## src/rtl/riscv_mem_pkg.sv

```systemverilog
// riscv_mem_pkg: shared state, target-select and region-tag encodings for the data-memory bridge
package riscv_mem_pkg;
  typedef enum logic [1:0] {IDLE, REQ, RESP} state_e;
  localparam logic [1:0] SEL_RAM = 2'd0;
  localparam logic [1:0] SEL_VRAM = 2'd1;
  localparam logic [1:0] SEL_IO = 2'd2;
  localparam logic [2:0] DEF_RAM_TAG = 3'b000;
  localparam logic [2:0] DEF_VRAM_TAG = 3'b001;
  localparam logic [2:0] DEF_IO_TAG = 3'b101;
  localparam logic [31:0] TIMEOUT_DATA = 32'hFFFF_FFFF;
endpackage

```

## src/rtl/riscv_addr_decode.sv

```systemverilog
// riscv_addr_decode: maps the top three address bits to a bus target and a mapped flag
module riscv_addr_decode
  import riscv_mem_pkg::*;
#(
  parameter logic [2:0] RAM_TAG = DEF_RAM_TAG,
  parameter logic [2:0] VRAM_TAG = DEF_VRAM_TAG,
  parameter logic [2:0] IO_TAG = DEF_IO_TAG
) (
  input  logic [2:0] tag_i,
  output logic [1:0] sel_o,
  output logic       mapped_o
);
  // pure tag compare; unmapped tags still yield SEL_RAM but are flagged
  always_comb begin
    sel_o = tag_i == VRAM_TAG ? SEL_VRAM : tag_i == IO_TAG ? SEL_IO : SEL_RAM;
    mapped_o = tag_i == RAM_TAG || tag_i == VRAM_TAG || tag_i == IO_TAG;
  end
endmodule

```

## src/rtl/riscv_mem_bridge.sv

```systemverilog
// riscv_mem_bridge: turns core data accesses into registered valid/ready bus transactions; MEM_BRIDGE_TIMEOUT_EN adds a wait-state abort
module riscv_mem_bridge
  import riscv_mem_pkg::*;
#(
  parameter int unsigned TIMEOUT = 16,
  parameter logic [2:0] RAM_TAG = DEF_RAM_TAG,
  parameter logic [2:0] VRAM_TAG = DEF_VRAM_TAG,
  parameter logic [2:0] IO_TAG = DEF_IO_TAG
) (
  input  logic        clk,
  input  logic        clr,
  input  logic [31:0] cpu_addr,
  input  logic [31:0] cpu_wdata,
  input  logic [3:0]  cpu_write,
  input  logic        cpu_read,
  output logic [31:0] cpu_rdata,
  output logic        cpu_stall,
  output logic        bus_valid,
  input  logic        bus_ready,
  output logic [31:0] bus_addr,
  output logic [31:0] bus_wdata,
  output logic [3:0]  bus_be,
  output logic        bus_we,
  output logic [1:0]  bus_sel,
  input  logic [31:0] bus_rdata,
  output logic        bus_err
);
  if (TIMEOUT < 1 || TIMEOUT > 255) begin : g_bad_timeout
    $error("riscv_mem_bridge: TIMEOUT must be 1..255");
  end
  state_e state_q;
  logic [31:0] cpu_rdata_q, bus_addr_q, bus_wdata_q;
  logic [3:0] bus_be_q;
  logic [1:0] bus_sel_q, sel;
  logic bus_valid_q, bus_we_q, mapped, req, wr;
`ifdef MEM_BRIDGE_TIMEOUT_EN
  logic [7:0] cnt_q;
  logic err_q;
  assign bus_err = err_q;
`else
  assign bus_err = 1'b0;
`endif
  riscv_addr_decode #(
    .RAM_TAG(RAM_TAG),
    .VRAM_TAG(VRAM_TAG),
    .IO_TAG(IO_TAG)
  ) u_dec (
    .tag_i(cpu_addr[31:29]),
    .sel_o(sel),
    .mapped_o(mapped)
  );
  // request detect and stall, released only while the access retires in RESP
  always_comb begin
    wr = |cpu_write;
    req = cpu_read || wr;
    cpu_stall = req && state_q != RESP;
  end
  assign cpu_rdata = cpu_rdata_q;
  assign bus_valid = bus_valid_q;
  assign bus_addr = bus_addr_q;
  assign bus_wdata = bus_wdata_q;
  assign bus_be = bus_be_q;
  assign bus_we = bus_we_q;
  assign bus_sel = bus_sel_q;
  // bridge FSM: IDLE launches, REQ waits on the target, RESP lets the core retire
  always_ff @(posedge clk) begin
    if (clr) begin
      state_q <= IDLE;
      bus_valid_q <= 1'b0;
      bus_we_q <= 1'b0;
      bus_be_q <= '0;
      bus_addr_q <= '0;
      bus_wdata_q <= '0;
      bus_sel_q <= SEL_RAM;
      cpu_rdata_q <= '0;
`ifdef MEM_BRIDGE_TIMEOUT_EN
      cnt_q <= '0;
      err_q <= 1'b0;
`endif
    end else begin
      case (state_q)
        IDLE: if (req) begin
          cpu_rdata_q <= '0;
          state_q <= mapped ? REQ : RESP;
          if (mapped) begin
            bus_valid_q <= 1'b1;
            bus_addr_q <= cpu_addr & ~32'h3;
            bus_wdata_q <= cpu_wdata;
            bus_be_q <= wr ? cpu_write : 4'hF;
            bus_we_q <= wr;
            bus_sel_q <= sel;
`ifdef MEM_BRIDGE_TIMEOUT_EN
            cnt_q <= '0;
`endif
          end
        end
        REQ: if (bus_ready) begin
          cpu_rdata_q <= bus_we_q ? '0 : bus_rdata;
          bus_valid_q <= 1'b0;
          state_q <= RESP;
        end
`ifdef MEM_BRIDGE_TIMEOUT_EN
        else if (cnt_q == 8'(TIMEOUT - 1)) begin
          cpu_rdata_q <= TIMEOUT_DATA;
          bus_valid_q <= 1'b0;
          err_q <= 1'b1;
          state_q <= RESP;
        end else begin
          cnt_q <= cnt_q + 8'd1;
        end
`endif
        default: state_q <= IDLE;
      endcase
    end
  end
endmodule

```

## config.mk

```make
export PLATFORM = sky130hd
export DESIGN_NAME = riscv_mem_bridge
export DESIGN_NICKNAME = d
export VERILOG_FILES = /design/src/rtl/riscv_mem_pkg.sv /design/src/rtl/riscv_addr_decode.sv /design/src/rtl/riscv_mem_bridge.sv
export SDC_FILE = /design/constraint.sdc
export NUM_CORES = 1
export LEC_CHECK = 0
export ABC_AREA = 1
export BUFFER_PORTS_ARGS = -buffer_cell sky130_fd_sc_hd__buf_2
export CAP_MARGIN = 20
export CORE_UTILIZATION = 40
export CTS_CLUSTER_DIAMETER = 40
export DETAILED_ROUTE_END_ITERATION = 10
export GPL_ROUTABILITY_DRIVEN = 1
export PLACE_DENSITY = 0.73
export REMOVE_ABC_BUFFERS = 1
export SYNTH_ARGS = -nofsm -noshare
export SYNTH_HDL_FRONTEND = slang
export SYNTH_SLANG_ARGS = --single-unit
```

## constraint.sdc

```tcl
create_clock -name clk -period 1.7 [get_ports clk]
set_clock_uncertainty 0.2 [all_clocks]
set_input_delay 0.085 -clock clk [delete_from_list [all_inputs] [get_ports clk]]
set_output_delay 0.085 -clock clk [all_outputs]
set_load 0.005 [all_outputs]
```

# Yosys cells after proc, flatten, opt, wreduce, memory -nomap -nowiden
# Cells that the tools add are included.
[op_classes]
n_eq_ne = 7
mux = 15
n_reduce_logical = 12
[op_table]
columns = ["op", "n"]
rows = [
  ["$mux W32", 3],
  ["$pmux W32 S2", 1],
  ["$mux W2", 5],
  ["$ne A2 B2 Y1 const B", 4],
  ["$reduce_and A3 Y1", 2],
  ["$mux W4", 1],
  ["$pmux W2 S2", 1],
  ["$reduce_and A4 Y1", 1],
  ["$reduce_or A4 Y1", 1],
  ["$eq A3 B1 Y1 const B", 1],
  ["$eq A3 B3 Y1 const B", 1],
  ["$logic_not A3 Y1", 1],
  ["$logic_or A1 B1 Y1", 3],
  ["$mux W1", 3],
  ["$eq A2 B1 Y1 const B", 1],
  ["$logic_not A2 Y1", 1],
  ["$pmux W1 S2", 1],
  ["$reduce_and A2 Y1", 1],
  ["$reduce_bool A2 Y1", 1],
  ["$logic_and A1 B1 Y1", 1],
]
[totals]
regBits = 104
in_bits = 104
elab_cells = 42

# Longest topological paths before layout
[depth]
word_depth = 6
depth_mapped = 10
ltp_nobuf = 8

# Modules after synthesis
# From an unflattened synthesis, not the netlist that was laid out.
[hier_totals]
hier_cells = 610
hier_area_um2 = 4212.8
[by_module_without_submodules]
columns = ["mod", "instances", "cells_each", "area_per_inst_um2", "seq_area_each_um2"]
rows = [
  ["riscv_mem_bridge", 1, 603, 4185.3, 2082.0],
  ["riscv_addr_decode", 1, 7, 27.5, 0.0],
]

# Worst setup path before layout
# Ideal clock, no wire load.
[synth_timing]
path_kind = "register -> register"
from = "register state_q[0]"
to = "register bus_wdata_q[16], in the netlist bus_wdata[16]"
setup_time_ns = 0.116
arrival_time_ns = 1.066
t_required_ns = 1.384
path_slack_ns = 0.319
path_stages_with_launch = 7
synth_period_minus_slack_ns = 1.381
cell_sequence = "dfxtp_1 nor2_2 nand3_2 buf_6 buf_4 o21ai_0 nor2_1"
[synth_between]
elab_chain_cells = 2
[synth_rtl]
columns = ["item", "line_no", "text"]
rows = [
  ["start, declared", "riscv_mem_bridge.sv:31", "state_e state_q;"],
  ["start signal, assigned", "riscv_mem_bridge.sv:84", "state_q <= mapped ? REQ : RESP;"],
  ["$logic_not A2 Y1", "riscv_mem_bridge.sv:81", "case (state_q)"],
  ["$reduce_and A3 Y1 (no line)", "--", ""],
  ["end signal, assigned", "riscv_mem_bridge.sv:88", "bus_wdata_q <= cpu_wdata;"],
  ["end, declared", "riscv_mem_bridge.sv:32", "logic [31:0] cpu_rdata_q, bus_addr_q, bus_wdata_q;"],
]
# Every way passes these cells.
# A chain may end at the register's enable or synchronous reset.

# Worst setup path after layout
[layout_timing]
from = "input port cpu_addr[31]"
to = "register bus_wdata_q[23], in the netlist bus_wdata[23]"
[layout_between]
elab_chain_cells = 4
[layout_rtl]
columns = ["item", "line_no", "text"]
rows = [
  ["start, declared", "riscv_mem_bridge.sv:12", "input logic [31:0] cpu_addr,"],
  ["$eq A3 B1 Y1 or $logic_not A3 Y1 (tied branches)", "riscv_addr_decode.sv:16", "mapped_o = tag_i == RAM_TAG || tag_i == VRAM_TAG || tag_i == IO_TAG;"],
  ["$logic_or A1 B1 Y1", "riscv_addr_decode.sv:16", ""],
  ["$logic_or A1 B1 Y1 *", "riscv_addr_decode.sv:16", ""],
  ["$reduce_and A3 Y1 (no line) *", "--", ""],
]
# Every way passes the cells marked *; elsewhere a longest branch is shown, timed or not.

==> metrics.md <==
| Metric | Value |
|---|---|
| Worst EP required | 1.80 ns |
| Setup Buffers After CTS | 0 |
| # IOs | 210 |
| Mean area per synthesized cell | 7.95 µm² |
| Pre-Repair DR Iteration Count | 4 |
| Post-synth ARST share | 0% |
| Clock power frac | 27.6% |
| WP data arrival | 1.72 ns |
| Num rows | 35 |
| Combinational power share | 23.5% |
| Slowest stage delay, CP | 0.53 ns |
| Die H | 99.2 µm |
| Layout Utilization | 65.8% |
| Fraction of layout cells with a size suffix above 1 | 31.5% |
| Crit Path Max Fanout | 53 |
| Vias per Instance | 4.89 |
| Final slew viol count | 0 |
| Vias in the first global route | 4,200 |
| Synth top area cells | dfxtp_1, nor2_1, o21ai_0, nand2_1, o22ai_1 |
| Ant. Diodes | 0 |
| Die Wd | 99.2 µm |
| Clock Sinks | 104 |
| CP Capture Type | register |
| CTS tree | yes |
| HP Class | in -> reg |
| Longest Clk Path Bufs | 2 |
| Top FF cell, synth | dfxtp_1 |
| Worst path slowest cell | dlygate4sd3_1 |
| IR drop worst, VDD | 0.000489 V |
| Largest net degree at the start of global routing | 54 |
| Total area of sequential cells | 2080 µm² |
| Placed insts | 766 |
| Setup violations, final | 0 |
| Clk root buf | clkbuf_8 |
| Via count | 4,312 |
| Global route total overflow | 0 |
| Internal power | 4.05 mW |
| Net Sw Power | 1.66 mW |
| Final wirelength | 12,000 µm |
| Most common cell in the netlist | nor2_1 |
| Nets@finish | 870 |
| Clock-pin slew on the worst setup and hold paths | 0.10 ns |
| Initial antenna violation count | 0 |
| Worst reg2reg setup slack | 0.15 ns |
| Fmax | 618 MHz |
| RR Startpoint | state_q[0] |
| Worst Hold Depth | 7 |
| Gpl congestion | 0.742 |
| Fin. Hold Viols | 0 |
| Number of flops mapped to enable cells by yosys | 0 |
| Seq/Total Area, Yosys | 55.1% |
| Fin area | 6050 µm² |
| Routed len/inst | 13.7 µm |
| Share of the synthesized area in the top cell type | 55.1% |
| Hold Path End | state_q[1] |
| Max Cap Viol | 0 |
| Setup TNS | 0 ns |
| Antenna viol nets, final | 0 |
| Tcrit/Tclk final | 95.2% |
| Drt initial violations | 108 |
| Hold_ws | 0.119 ns |
| Final min period | 1.62 ns |
| Status | complete, no violations |
| Post-detail-place hpwl | 6810 µm |
| Placed Instance Area | 4830 µm² |
| Initial Utilization | 41.1% |
| Synth Register Bits | 104 |
| Non-filler cells in the finished layout | 882 |
| DRC viols | 0 |
| GRT Resource Usage Total | 23.8% |
| Setup CP Type | in -> reg |
| Hold path start | cpu_read |
| Area of the multi-input gates | 1440 µm² |
| Critical path, cell by cell | dlygate4sd3_1 > buf_2 > nor2_2 > nor2_2 > inv_2 > nand3_2 > inv_2 > buf_12 > nor2_1 > nor2_1 |
| Post-Syn Area | 3780 µm² |
| I/O Buffers | 204 |
| First-pass GRT wire length | 18,700 µm |
| Worst-Skew Late Latency | 0.36 ns |
| Count of cell types in the netlist | 20 |
| Leakage power | 2.84 nW |
| Power per cell area | 944 nW/µm² |
| Worst r2r path cells | 6 |
| Flop pwr share | 48.9% |
| Ys Warns | 0 |
| Die area | 9830 µm² |
| Area leader, netlist | dfxtp_1 |
| CTS buffer count | 9 |
| Commonest cells in the netlist | nor2_1, dfxtp_1, nand2_1 |
| Core area | 9200 µm² |
| Mapped Cells | 475 |
| Synthesis-to-layout area growth | 60.1% |
| Worst reg2reg endpoint | bus_wdata[23] |
| Critical path launch point type | primary input |
| Switching Share | 29.0% |
| FILL cells | 723 |
| CTS H-Tree Depth | 3 |
==> area by class of cell <==
cell class | instances | area share, %
repair buffers | 315 | 35.6
flip-flops and latches | 104 | 34.4
multi-input cells | 329 | 23.8
clock buffers | 11 | 2.34
well taps | 111 | 2.30
clock inverters | 5 | 1.06
inverters | 7 | 0.435
==> cell families after synthesis <==
family                 count (synthesis)  share of synthesized area (%)
AOI/OAI and AO/OA                    103                           14.7
other                                  1                         0.0993
and+or+nand+nor                      223                           22.9
DFF                                  104                           55.1
buffers and inverters                 44                           7.19
==> timing repair <==
item                                    CTS  global route
endpoints found under the setup margin    0            13
gates resized for setup                   0             3
endpoints found under the hold margin   103             0
hold buffers                            100             0
==> flip-flops by register name (all words and copies together) (netlist names) <==
signal     count
bus_sel        2
bus_valid      1
cpu_rdata     32
bus_wdata     32
bus_addr      30
state_q        2
bus_be         4
bus_we         1
==> power groups by stage <==
stage	logic, mW	clock network (mW)	registers (mW)
after CTS	1.31	1.63	2.79
after floorplan	0.521	0	2.87
after global routing	1.48	1.71	2.82
final	1.34	1.58	2.79
after detailed placement	1.13	0	2.85
after global placement	1.11	0	2.83
==> how the worst max path moves through the flow <==
stage | from | endpoint | slack, ns | depth (start not counted)
after detailed placement | state_q[0] | bus_addr[8] | 0.18 | 6
after CTS | cpu_addr[31] | bus_addr[8] | 0.11 | 10
after floorplan | clr | cpu_rdata[0] | -0.80 | 3
after global placement | state_q[0] | bus_addr[10] | 0.25 | 6
after global routing | cpu_write[3] | cpu_stall | -0.04 | 7
final | cpu_addr[31] | bus_wdata[23] | 0.08 | 10
==> metrics by stage <==
stage | setup slack, ns | power (mW)
floorplan | -0.798 | 3.39
detailed placement | 0.175 | 3.98
global placement | 0.253 | 3.94
finish | 0.0823 | 5.71
CTS | 0.110 | 5.73
global route | -0.0397 | 6.02
==> critical path, delay by kind of cell <==
| kind | cells | cell delay (ns) |
|---|---|---|
| buf+inv | 5 | 1.07 |
| simple gates | 5 | 0.52 |
==> cells in the final DEF (no fill, tap or decap) <==
| cell type | synthesis | routed |
|---|---|---|
| nand3_1 | 3 | 2 |
| buf_4 | 6 | 7 |
| o21ai_0 | 64 | 64 |
| bufinv_16 | 0 | 1 |
| buf_12 | 0 | 4 |
| nor3_1 | 1 | 1 |
| conb_1 | 1 | 3 |
| clkbuf_1 | 8 | 1 |
| buf_2 | 13 | 204 |
| nor2_1 | 133 | 131 |
| clkbuf_8 | 0 | 10 |
| clkinvlp_4 | 0 | 1 |
| nand2_1 | 79 | 79 |
| inv_6 | 0 | 1 |
| nand2_2 | 2 | 2 |
| o22ai_1 | 32 | 32 |
| dlygate4sd3_1 | 0 | 100 |
| inv_1 | 4 | 4 |
| nor2_2 | 4 | 6 |
| nand3_2 | 1 | 2 |
| dfxtp_1 | 104 | 104 |
| a21oi_1 | 7 | 7 |
| clkinv_4 | 0 | 2 |
| inv_2 | 2 | 3 |
==> metal layers <==
metal	vias to the layer above	track usage (%)	share of wire (%)
li1	2113	-	-
met1	1929	27.0	41
met2	237	41.3	47
met3	33	8.08	9.0
met4	0	9.62	2.9
met5	-	0	0
(Power assumes the default switching activity.)
